### config.mk
export PLATFORM = sky130hd
export DESIGN_NAME = booth_r4_mult8_us
export DESIGN_NICKNAME = d
export VERILOG_FILES = /design/src/rtl/booth_mult_pkg.sv /design/src/rtl/booth_r4_recoder.sv /design/src/rtl/booth_r4_mult8_us.sv
export SDC_FILE = /design/constraint.sdc
export NUM_CORES = 1
export LEC_CHECK = 0
export BUFFER_PORTS_ARGS = -buffer_cell sky130_fd_sc_hd__buf_2
export CAP_MARGIN = 10
export CORE_ASPECT_RATIO = 1.5
export CORE_MARGIN = 2
export CORE_UTILIZATION = 25
export CTS_CLUSTER_SIZE = 16
export DETAILED_ROUTE_END_ITERATION = 6
export GPL_TIMING_DRIVEN = 0
export SKIP_CTS_REPAIR_TIMING = 1
export SLEW_MARGIN = 20
export SYNTH_ARGS = -nofsm -noshare
export SYNTH_HDL_FRONTEND = slang
export SYNTH_SLANG_ARGS = --single-unit
### constraint.sdc
create_clock -name clk -period 4.1 [get_ports clk]
set_clock_uncertainty 0.05 [all_clocks]
set_input_delay 0.82 -clock clk [delete_from_list [all_inputs] [get_ports clk]]
set_output_delay 0.82 -clock clk [all_outputs]
set_load 0.03 [all_outputs]
### src/rtl/booth_mult_pkg.sv
// Shared widths and encodings for the radix-4 Booth 8x8 unsigned multiplier.
package booth_mult_pkg;

    localparam int OPW     = 8;
    localparam int EXTW    = 10;
    localparam int MDW     = 11;
    localparam int ACCW    = 18;
    localparam int PRODW   = 16;
    localparam int NDIGITS = 5;

    typedef enum logic [1:0] {
        SEL_ZERO = 2'b00,
        SEL_1X   = 2'b01,
        SEL_2X   = 2'b10,
        SEL_RSVD = 2'b11
    } sel_e;

    typedef enum logic {
        ST_IDLE = 1'b0,
        ST_RUN  = 1'b1
    } state_e;

endpackage

### src/rtl/booth_r4_recoder.sv
// Radix-4 modified Booth recoder: triplet {b[2i+1], b[2i], b[2i-1]} -> multiple select and subtract flag.
module booth_r4_recoder
    import booth_mult_pkg::*;
(
    input  logic [2:0] triplet,
    output sel_e       sel,
    output logic       sub
);

    always_comb begin
        sel = SEL_ZERO;
        sub = 1'b0;
        case (triplet)
            3'b001, 3'b010: sel = SEL_1X;
            3'b011:         sel = SEL_2X;
            3'b100: begin
                sel = SEL_2X;
                sub = 1'b1;
            end
            3'b101, 3'b110: begin
                sel = SEL_1X;
                sub = 1'b1;
            end
            default: begin
                sel = SEL_ZERO;
                sub = 1'b0;
            end
        endcase
    end

endmodule

### src/rtl/booth_r4_mult8_us.sv
// Sequential 8x8 unsigned radix-4 Booth multiplier, one digit per clock, product 5 cycles after load.
// Optional MULT_DONE_EN adds a one-cycle done pulse when prod updates.
//
// state   | meaning
// ST_IDLE | waiting for load, prod holds last result
// ST_RUN  | accumulating digits; cnt counts down 4..0, cnt==0 is the last digit
module booth_r4_mult8_us
    import booth_mult_pkg::*;
(
    input  logic             clk,
    input  logic             rst,
    input  logic             load,
    input  logic [OPW-1:0]   a,
    input  logic [OPW-1:0]   b,
    output logic [PRODW-1:0] prod
`ifdef MULT_DONE_EN
    ,
    output logic             done
`endif
);

    localparam logic [2:0] LAST_CNT = 3'(NDIGITS - 1);

    state_e                  state_q, state_d;
    logic [EXTW-1:0]         ad_q;
    logic [EXTW-1:0]         bd_sr;
    logic                    bd_prev;
    logic [2:0]              cnt;
    logic [2:0]              digit_idx;
    logic signed [ACCW-1:0]  acc;
    logic signed [ACCW-1:0]  acc_next;
    logic signed [ACCW-1:0]  mult_ext;
    logic signed [ACCW-1:0]  weighted;
    logic [MDW-1:0]          mult;
    sel_e                    sel;
    logic                    sub;
    logic                    last_digit;

    booth_r4_recoder u_recoder (
        .triplet ({bd_sr[1:0], bd_prev}),
        .sel     (sel),
        .sub     (sub)
    );

    always_comb begin
        mult = '0;
        case (sel)
            SEL_1X:  mult = {ad_q[EXTW-1], ad_q};
            SEL_2X:  mult = {ad_q, 1'b0};
            default: mult = '0;
        endcase
    end

    // Multiple is weighted by 4^i in place rather than shifting the accumulator.
    always_comb begin
        digit_idx = LAST_CNT - cnt;
        mult_ext  = {{(ACCW-MDW){mult[MDW-1]}}, mult};
        weighted  = mult_ext << {digit_idx, 1'b0};
        acc_next  = sub ? (acc - weighted) : (acc + weighted);
    end

    assign last_digit = (state_q == ST_RUN) && (cnt == 3'd0) && !load;

    always_ff @(posedge clk or negedge rst) begin
        if (!rst) state_q <= ST_IDLE;
        else      state_q <= state_d;
    end

    always_comb begin
        state_d = state_q;
        case (state_q)
            ST_IDLE: if (load) state_d = ST_RUN;
            ST_RUN: begin
                if (load)              state_d = ST_RUN;
                else if (cnt == 3'd0)  state_d = ST_IDLE;
            end
            default: state_d = ST_IDLE;
        endcase
    end

    always_ff @(posedge clk or negedge rst) begin
        if (!rst) begin
            ad_q    <= '0;
            bd_sr   <= '0;
            bd_prev <= 1'b0;
            cnt     <= '0;
            acc     <= '0;
            prod    <= '0;
        end else if (load) begin
            ad_q    <= {2'b00, a};
            bd_sr   <= {2'b00, b};
            bd_prev <= 1'b0;
            cnt     <= LAST_CNT;
            acc     <= '0;
        end else if (state_q == ST_RUN) begin
            acc     <= acc_next;
            bd_sr   <= {2'b00, bd_sr[EXTW-1:2]};
            bd_prev <= bd_sr[1];
            if (cnt != 3'd0) cnt <= cnt - 3'd1;
            if (last_digit)  prod <= acc_next[PRODW-1:0];
        end
    end

`ifdef MULT_DONE_EN
    always_ff @(posedge clk or negedge rst) begin
        if (!rst) done <= 1'b0;
        else      done <= last_digit;
    end
`endif

endmodule

---- After elaboration in Yosys (flattened, before gate mapping) ----
Cells that the tools add are included.
word-level totals
  bits in registers ....................... 57
  RAM bits ................................ 0
  bits in read-only memories .............. 0
  bits in latches ......................... 0
  output and inout bits ................... 16
  memories kept ........................... 0
operators by class
  div/mod/pow operators ................... 0
  reductions and logical operators ........ 12
  bitwise operators ....................... 2
  equal/unequal tests ..................... 8
  order comparisons ....................... 0
  multipliers ............................. 0
  add/sub/neg operators ................... 4
  muxes and demuxes ....................... 17
  shift-type cells ........................ 1
operators with widths
  cell                                              count
  two-way mux 18 bit                                3
  two-way mux 10 bit                                2
  adder 18 bit                                      1
  one-hot mux 9 bit (2 select lines)                1
  << shifter 18 x 4 -> 18 bit                       1
  subtractor 18 bit                                 1
  == test 3 bit, second input constant              3
  two-way mux 3 bit                                 3
  == test 3 x 2 -> 1 bit, second input constant     2
  two-way mux 1 bit                                 6
  one-hot mux 2 bit (2 select lines)                1
  nonzero test 2 bit                                2
  OR reduction 4 bit                                1
  == test 3 x 1 -> 1 bit, second input constant     1
  zero test 3 bit                                   1
  AND reduction 3 bit                               1
  nonzero test 3 bit                                1
  OR reduction 3 bit                                1
  subtractor 3 x 1 -> 3 bit, second input constant  1
  subtractor 3 bit, first input constant            1
  == test 2 x 1 -> 1 bit, second input constant     1
  == test 2 bit, second input constant              1
  logical AND 1 bit                                 2
  inverter 1 bit                                    2
  other kinds (4)                                   4

---- Longest topological paths before layout ----
Gate-level depths: netlist (run 1).
  depth in word-level cells ............... 10
  gate-level depth with buffers ........... 23
  gate-level depth less buffers ........... 22

---- By module ----
Synthesis (run 1) repeated with hierarchy kept, for this count alone.
unflattened totals
  cell total of the unflattened synthesis .. 413
  area, all modules ....................... 3824.9 um^2
modules (own cells, without submodules)
  module             times used  seq. area each (um^2)  area each (um^2)  cells an instance
  booth_r4_mult8_us  1           1326.3                 3793.6            408
  booth_r4_recoder   1           0.0                    31.3              5

---- Worst setup path before layout (run 1) ----
OpenSTA, ideal clock, no wires.
  path kind ............................... register to register
  from .................................... register bd_sr[0]
  to ...................................... register prod[13]
  setup slack ............................. -0.215 ns
  library setup time ...................... 0.134 ns
  period minus slack after synthesis ...... 4.315 ns
  stages on the path, launching flop included .. 22
  arrival ................................. 4.130 ns
  cell sequence ........................... dfrtp_1 inv_1 ha_1 mux2_2 ha_1 buf_4 or3b_2 o22a_1 o31ai_1 o21a_1 nor3_1 nor2_1 xor2_1 ha_1 o21a_1 o21a_1 o21ai_0 a31oi_1 or3_1 a21oi_1 xor2_1 o21ai_0
on the way
  word-level cells in the longest chain between the ends .. 8
  elaborated cells on any way between the ends .. 18
  classes of those cells .................. add/sub (2); eq/ne (8); shift (1); mux (4); reduce/logical (3)
RTL lines
  what                                                                RTL line                  RTL
  start, declared                                                     booth_r4_mult8_us.sv:26   logic [EXTW-1:0] bd_sr;
  start signal, assigned                                              booth_r4_mult8_us.sv:91   bd_sr <= {2'b00, b};
  start signal, assigned                                              booth_r4_mult8_us.sv:97   bd_sr <= {2'b00, bd_sr[EXTW-1:2]};
  == test 3 x 1 -> 1 bit (tied with other cells)                      booth_r4_recoder.sv:13    case (triplet)
  OR reduction 4 bit (no line) or OR reduction 2 bit (tied branches)  --
  one-hot mux 2 bit (2 select lines)                                  booth_r4_recoder.sv:13
  == test 2 bit or == test 2 x 1 -> 1 bit (tied branches)             booth_r4_mult8_us.sv:47   case (sel)
  one-hot mux 9 bit (2 select lines)                                  booth_r4_mult8_us.sv:47
  << shifter 18 x 4 -> 18 bit                                         booth_r4_mult8_us.sv:58   weighted = mult_ext << {digit_idx, 1'b0};
  adder 18 bit or subtractor 18 bit (tied branches)                   booth_r4_mult8_us.sv:59   acc_next = sub ? (acc - weighted) : (acc + weighted);
  two-way mux 18 bit *                                                booth_r4_mult8_us.sv:59
  end signal, assigned                                                booth_r4_mult8_us.sv:100  if (last_digit) prod <= acc_next[PRODW-1:0];
  end, declared                                                       booth_r4_mult8_us.sv:15   output logic [PRODW-1:0] prod
Every way passes the cells marked *; elsewhere a longest branch is shown, timed or not.
A chain may end at the register's enable or synchronous reset.

---- Worst setup path in the final report (run 1) ----
  from .................................... register bd_prev
  to ...................................... register acc[13]
on the way
  word-level cells in the longest chain between the ends .. 10
  elaborated cells on any way between the ends .. 20
  classes of those cells .................. add/sub (2); eq/ne (8); shift (1); mux (6); reduce/logical (3)
RTL lines
  what                                                                RTL line                 RTL
  start, declared                                                     booth_r4_mult8_us.sv:27  logic bd_prev;
  start signal, assigned                                              booth_r4_mult8_us.sv:98  bd_prev <= bd_sr[1];
  == test 3 x 1 -> 1 bit (tied with other cells)                      booth_r4_recoder.sv:13
  OR reduction 4 bit (no line) or OR reduction 2 bit (tied branches)  --
  one-hot mux 2 bit (2 select lines)                                  booth_r4_recoder.sv:13
  == test 2 bit or == test 2 x 1 -> 1 bit (tied branches)             booth_r4_mult8_us.sv:47
  one-hot mux 9 bit (2 select lines)                                  booth_r4_mult8_us.sv:47
  << shifter 18 x 4 -> 18 bit                                         booth_r4_mult8_us.sv:58
  adder 18 bit or subtractor 18 bit (tied branches)                   booth_r4_mult8_us.sv:59
  two-way mux 18 bit *                                                booth_r4_mult8_us.sv:59
  two-way mux 18 bit *                                                booth_r4_mult8_us.sv:95  end else if (state_q == ST_RUN) begin
  two-way mux 18 bit *                                                booth_r4_mult8_us.sv:89  end else if (load) begin
  end signal, assigned                                                booth_r4_mult8_us.sv:96  acc <= acc_next;
  end, declared                                                       booth_r4_mult8_us.sv:30  logic signed [ACCW-1:0] acc;
Every way passes the cells marked *; elsewhere a longest branch is shown, timed or not. The select of a mux whose other input is x is not followed.

==> flow_summary_export.csv, run 1 <==
group,metric,value,unit
yosys,ys_warn_count,0,
cts,cts-root-buf,"clkbuf_16",
placed_design,place_congestion,0.898,
cts,clock_path_buffers,2,
setup_path,cp-start-kind,"flip-flop",
sta,setup_ws,-0.496,ns
global_routing,grt_pass1_vias,3534,
cts,htreeDepth,2,
cells_and_area,fin_area,0.00519,mm²
sta,rsz0062_at_grt,"true",
cells_and_area,multiInputGateArea,0.00283,mm²
floorplan,die_width,106,µm
cells_and_area,layout.nets,563,
global_routing,grt_max_degree,54,
floorplan,die-height,158,µm
setup_path,rr_startpoint,"bd_prev$_DFFE_PN0P_",
cts,cts_tree,"yes",
floorplan,dieArea,0.0168,mm²
run_status,outcome,"finished, violations left",
sta,max_slew.worst_pin.slew,0.793,ns
cts,cts_made_buffers,5,
setup_path,path_delay_family,"simple AND/OR/NAND/NOR gates",
floorplan,rows,56,
setup_path,slowest_stage,"or3_1",
sta,slew_viol_final,0,
setup_path,worstPathMaxFanout,6,
detailed_routing,vias,3662,
yosys,syn_area_per_cell,8.87,µm²
yosys,ys_async_sr_fraction,100,%
floorplan,initial_core_util,25.4,%
global_routing,track_usage,13.1,%
setup_path,cp_cell_sequence,"inv_1 -> ha_4 -> mux2_4 -> ha_4 -> and2b_2 -> o2bb2ai_4 -> o211a_4 -> nand3b_1 -> nor3_2 -> nor2_1 -> xor2_1 -> ha_1 -> o21a_1 -> o21a_1 -> o21ai_2 -> a31oi_4 -> or3_1 -> a21oi_2 -> xor2_1 -> o21ai_1",
setup_path,end_kind,"flip-flop",
yosys,ys_seq_area_share,33.7,%
run_status,violations,"setup timing",
setup_path,worstPathRequired,4.24,ns
yosys,syn_area,0.00393,mm²
yosys,synth-seq-cells,53,
detailed_routing,totalWireLength,11.5,mm
detailed_routing,ant_nets,0,
sta,setup_viol,16,
sta,period_share,112,%
detailed_routing,firstDrtPassIters,4,
placed_design,dp_hpwl,8.41,mm
setup_path,worst-path-buf-inv,1,
placed_design,port_buffers,34,
cts,clock_latency,0.31,ns
cts,cts.sinks,53,
yosys,postSynthCellCount,443,
detailed_routing,first_iter_violations,172,
run,cap_violations,0,
global_routing,grt_overflow,0,
sta,min_period,4.60,ns
setup_path,slowest_delay,0.41,ns
cells_and_area,drive_above_1_share,34.3,%
detailed_routing,routed_via_density,5.07,
yosys,synth_edf_count,0,
setup_path,critPathLaunch,"bd_prev$_DFFE_PN0P_",
detailed_routing,drc,0,
hold_path,hold_class,"flip-flop to flip-flop",
yosys,ys.flop_type,"dfrtp_1",
detailed_routing,wl_per_cell,16.0,µm
yosys,synth_fp_nets,488,
cells_and_area,ff_latch_area,0.00133,mm²
global_routing,grt_first_pass_wirelength,17.4,mm
global_routing,antenna_found_initial,0,
yosys,yosysUniqueCellTypes,59,
sta,slew_headroom,47.1,%
cells_and_area,diodes,0,
setup_path,crit_type,"flip-flop to flip-flop",
placed_design,dpl_cell_area,0.00442,mm²
setup_path,arrival,4.73,ns
hold_path,min_from,"prod[0]$_DFFE_PN0P_",
cells_and_area,utilization,33.5,%
cells_and_area,fill_cells,1567,
floorplan,core-area,0.0155,mm²
floorplan,io_pins,35,
sta,fmax,0.218,GHz
sta,hold_viol,0,
cts,path_clk_slew,0.08,ns
cells_and_area,syn2layout_area_growth,32.2,%
-- through the flow --
step	TNS [ns]	std cells	hold WS [ns]	setup WS, ns
floorplan	0	443	0.406	0.0123
global placement	-7.60	680	0.416	-0.686
detailed placement	-9.01	680	0.420	-0.756
CTS	-9.09	688	0.438	-0.774
global route	-7.42	722	0.460	-0.718
finish	-4.03	722	0.428	-0.496
-- layer usage --
| layer | track usage (%) | share of wire (%) | wire (µm) |
|---|---|---|---|
| met4 | 6.83 | 3.7 | 425 |
| met3 | 1.70 | 2.8 | 328 |
| met2 | 24.4 | 54 | 6230 |
| met5 | 0 | 0 | 0 |
| met1 | 14.2 | 40 | 4570 |
-- placed cells by master, fill, tap and decap left out, types with 6 or more instances in the layout --
master | netlist | final
a21oi_1 | 24 | 19
buf_2 | 2 | 34
buf_4 | 2 | 35
clkbuf_1 | 15 | 12
dfrtp_1 | 53 | 52
ha_1 | 25 | 17
inv_1 | 17 | 14
mux2_2 | 12 | 11
mux2i_1 | 10 | 10
nand2_1 | 44 | 39
nand2b_1 | 11 | 11
nand3_1 | 10 | 9
nor2_1 | 31 | 25
nor2b_1 | 10 | 8
nor3_1 | 11 | 7
o21a_1 | 6 | 6
o21ai_0 | 47 | 30
o21ai_1 | 0 | 9
o21ai_2 | 0 | 8
o31a_1 | 6 | 6
xnor2_1 | 16 | 12
xor2_1 | 9 | 9
-- synth_stat cells, types with 6 or more instances --
cell type / number / area share (%)
nor2_1: 31 / 3.0
mux2_2: 12 / 3.4
a22oi_1: 6 / 1.1
nor3_1: 11 / 1.4
a21oi_1: 24 / 3.1
inv_1: 17 / 1.6
nor2b_1: 10 / 1.6
mux2i_1: 10 / 2.5
a22o_1: 6 / 1.3
o22ai_1: 6 / 0.96
xnor2_1: 16 / 3.6
clkbuf_1: 15 / 1.4
dfrtp_1: 53 / 34
nand3_1: 10 / 1.3
o31a_1: 6 / 1.3
o21a_1: 6 / 1.1
nand2b_1: 11 / 1.8
o21ai_0: 47 / 6.0
o31ai_1: 6 / 1.1
nand2_1: 44 / 4.2
a211oi_1: 6 / 1.1
ha_1: 25 / 8.0
xor2_1: 9 / 2.0
-- final cells by class --
class                   count  share of cell area (%)
multi-input cells         350                    54.5
well taps                 203                    4.89
flip-flops and latches     53                    25.6
inverters                  18                    1.37
clock inverters             3                   0.409
repair buffers             70                    8.67
plain buffers              20                    2.17
clock buffers               5                    2.41
-- cell families (layout without fill, tap and decap cells) --
kind of cell / count (synthesis) / after routing / synth area share (%)
xor+xnor: 25 / 25 / 5.57
flops: 53 / 53 / 33.7
mux: 23 / 23 / 6.56
compound gates: 138 / 138 / 23.9
fa+ha+maj: 26 / 26 / 8.47
simple gates: 138 / 138 / 17.3
buf+inv: 40 / 116 / 4.46
-- path summary, 6_finish.rpt --
| check | end | slack, ns | cells past startpoint |
|---|---|---|---|
| worst max-delay path | acc[13]$_DFFE_PN0P_ | -0.50 | 20 |
| worst min-delay path | prod[0]$_DFFE_PN0P_ | 0.43 | 2 |
| worst max register to register | acc[13]$_DFFE_PN0P_ | -0.50 | 20 |
| worst min register to register | prod[0]$_DFFE_PN0P_ | 0.43 | 2 |
| max in group asynchronous | cnt[0]$_DFFE_PN0P_ | 2.95 | 1 |
| min in group asynchronous | prod[13]$_DFFE_PN0P_ | 0.50 | 1 |
-- flip-flops by register name, indices dropped and copies added (netlist names) --
name / flops
bd_prev: 1
bd_sr: 8
prod: 16
cnt: 3
acc: 16
state_q: 1
ad_q: 8
-- worst register-to-register path, stage by stage (launching register included) --
cell and delay [ns]:
dfrtp_1 0.39, inv_1 0.10, ha_4 0.17, mux2_4 0.28, ha_4 0.30, and2b_2 0.25, o2bb2ai_4 0.13, o211a_4 0.26
nand3b_1 0.20, nor3_2 0.28, nor2_1 0.08, xor2_1 0.20, ha_1 0.36, o21a_1 0.13, o21a_1 0.18, o21ai_2 0.17
a31oi_4 0.07, or3_1 0.42, a21oi_2 0.14, xor2_1 0.22, o21ai_1 0.10
Power of run 1 is not shown: default switching activity piles up to over one toggle a cycle in this logic, so the estimate is an artifact.
==> run 2, diff against run 1 <==
Settings changed: MAX_ROUTING_LAYER set to met4.
==> flow_summary_export.csv, run 2 (synthesized netlist as in run 1, its figures left out) <==
group,metric,value,unit
cts,clock_path_buffers,2,
cts,cts_made_buffers,5,
global_routing,antenna_found_initial,0,
floorplan,dieArea,0.0168,mm²
cts,htreeDepth,2,
run,cap_violations,0,
global_routing,grt_max_degree,54,
detailed_routing,first_iter_violations,182,
sta,period_share,113,%
cells_and_area,fill_cells,1576,
detailed_routing,firstDrtPassIters,4,
sta,min_period,4.64,ns
placed_design,place_congestion,0.905,
global_routing,grt_overflow,0,
setup_path,r2r_setup_slack,-0.54,ns
floorplan,rows,56,
setup_path,crit_type,"flip-flop to flip-flop",
setup_path,worstPathMaxFanout,6,
global_routing,met3_usage,1.95,%
placed_design,dp_hpwl,8.48,mm
global_routing,top_usage_layer,"met2",
cts,clock_latency,0.30,ns
cells_and_area,diodes,0,
global_routing,grt_first_pass_wirelength,17.4,mm
floorplan,die-height,158,µm
setup_path,end_kind,"flip-flop",
global_routing,track_usage,13.5,%
cells_and_area,reg.largest.list,"acc x16, prod x16",
cells_and_area,syn2layout_area_growth,31.4,%
cts,path_clk_slew,0.08,ns
setup_path,arrival,4.78,ns
detailed_routing,wl_per_cell,16.0,µm
cts,cts-root-buf,"clkbuf_16",
cells_and_area,layout_common_cells,"dfrtp_1 (52), nand2_1 (41), buf_2 (34)",
setup_path,worstPathRequired,4.23,ns
floorplan,die_width,106,µm
sta,rsz0062_at_grt,"true",
cells_and_area,layout.nets,558,
hold_path,hold_class,"flip-flop to flip-flop",
global_routing,use_met2,25.6,%
sta,hold_viol,0,
detailed_routing,drc,0,
sta,fmax,0.215,GHz
cts,cts_tree,"yes",
sta,slew_viol_final,0,
detailed_routing,vias,3599,
sta,whs,0.430,ns
run_status,outcome,"finished, violations left",
sta,slew_headroom,36.6,%
sta,setup_viol,18,
cells_and_area,drive_above_1_share,33.3,%
sta,max_slew.worst_pin.slew,0.946,ns
setup_path,cp-start-kind,"flip-flop",
global_routing,grt_pass1_vias,3542,
run_status,violations,"setup timing",
cells_and_area,layout_commonest_cell,"dfrtp_1",
detailed_routing,routed_via_density,5.02,
sta,setup_ws,-0.542,ns
floorplan,initial_core_util,25.4,%
cts,cts.sinks,53,
global_routing,globalRouteMet1Util,13.6,%
floorplan,io_pins,35,
placed_design,port_buffers,34,
detailed_routing,ant_nets,0,
floorplan,core-area,0.0155,mm²
detailed_routing,totalWireLength,11.5,mm
==> run 2: cell count changes in the layout (fill, tap and decap cells not counted), sizes merged <==
cell and delta:
buf -6, clkinvlp -1, clkbuf +1, inv +1
==> run 2: worst paths after layout <==
check	end	cells past startpoint	from
max	acc[13]$_DFFE_PN0P_	19	bd_sr[0]$_DFFE_PN0P_
min	prod[8]$_DFFE_PN0P_	2	prod[8]$_DFFE_PN0P_
max reg2reg	acc[13]$_DFFE_PN0P_	19	bd_sr[0]$_DFFE_PN0P_
min reg2reg	prod[8]$_DFFE_PN0P_	2	prod[8]$_DFFE_PN0P_
min in group asynchronous	prod[13]$_DFFE_PN0P_	1	rst
max in group asynchronous	cnt[0]$_DFFE_PN0P_	1	rst
==> run 2: critical path, cell delays in order, from the launching register on <==
cell and delay (ns):
dfrtp_1 0.42, inv_2 0.08, ha_4 0.17, mux2_4 0.28, ha_4 0.31, and3b_2 0.24
a22o_4 0.26, a22o_4 0.23, a2111oi_4 0.38, nor2_1 0.11, xor2_1 0.17, ha_1 0.34
o21a_1 0.18, o21a_1 0.18, o21ai_2 0.14, a31oi_2 0.08, or3_4 0.40, a21oi_2 0.13
xor2_1 0.24, o21ai_1 0.11
==> run 2: cell type report <==
class | instances | area [µm²] | share of cell area [%]
multi-input combinational | 350 | 2820 | 54.6
sequential | 53 | 1330 | 25.7
timing repair buffer | 65 | 434 | 8.41
tap | 203 | 254 | 4.92
clock buffer | 5 | 125 | 2.42
buffer | 20 | 116 | 2.25
inverter | 18 | 67.6 | 1.31
clock inverter | 3 | 21.3 | 0.412
==> run 2: per-stage QoR <==
step                      util (%)  setup TNS (ns)  area [µm²]  cells  worst slack (ns)
final                         33.3           -4.75        5160    717            -0.542
after global routing          33.3           -8.43        5160    717            -0.698
after CTS                     29.5           -9.03        4560    688            -0.790
after detailed placement      28.5           -8.72        4420    680            -0.755
after global placement        28.5           -7.73        4410    680            -0.696
after floorplan                  -               0        3990    443            0.0123
==> run 2: routing by layer <==
layer  part of all wire (%)  routed length (µm)
met5                      0                   0
met3                    3.2                 366
met1                     38                4380
met4                    3.1                 353
met2                     55                6350
Power of run 2 is left out for the same reason.
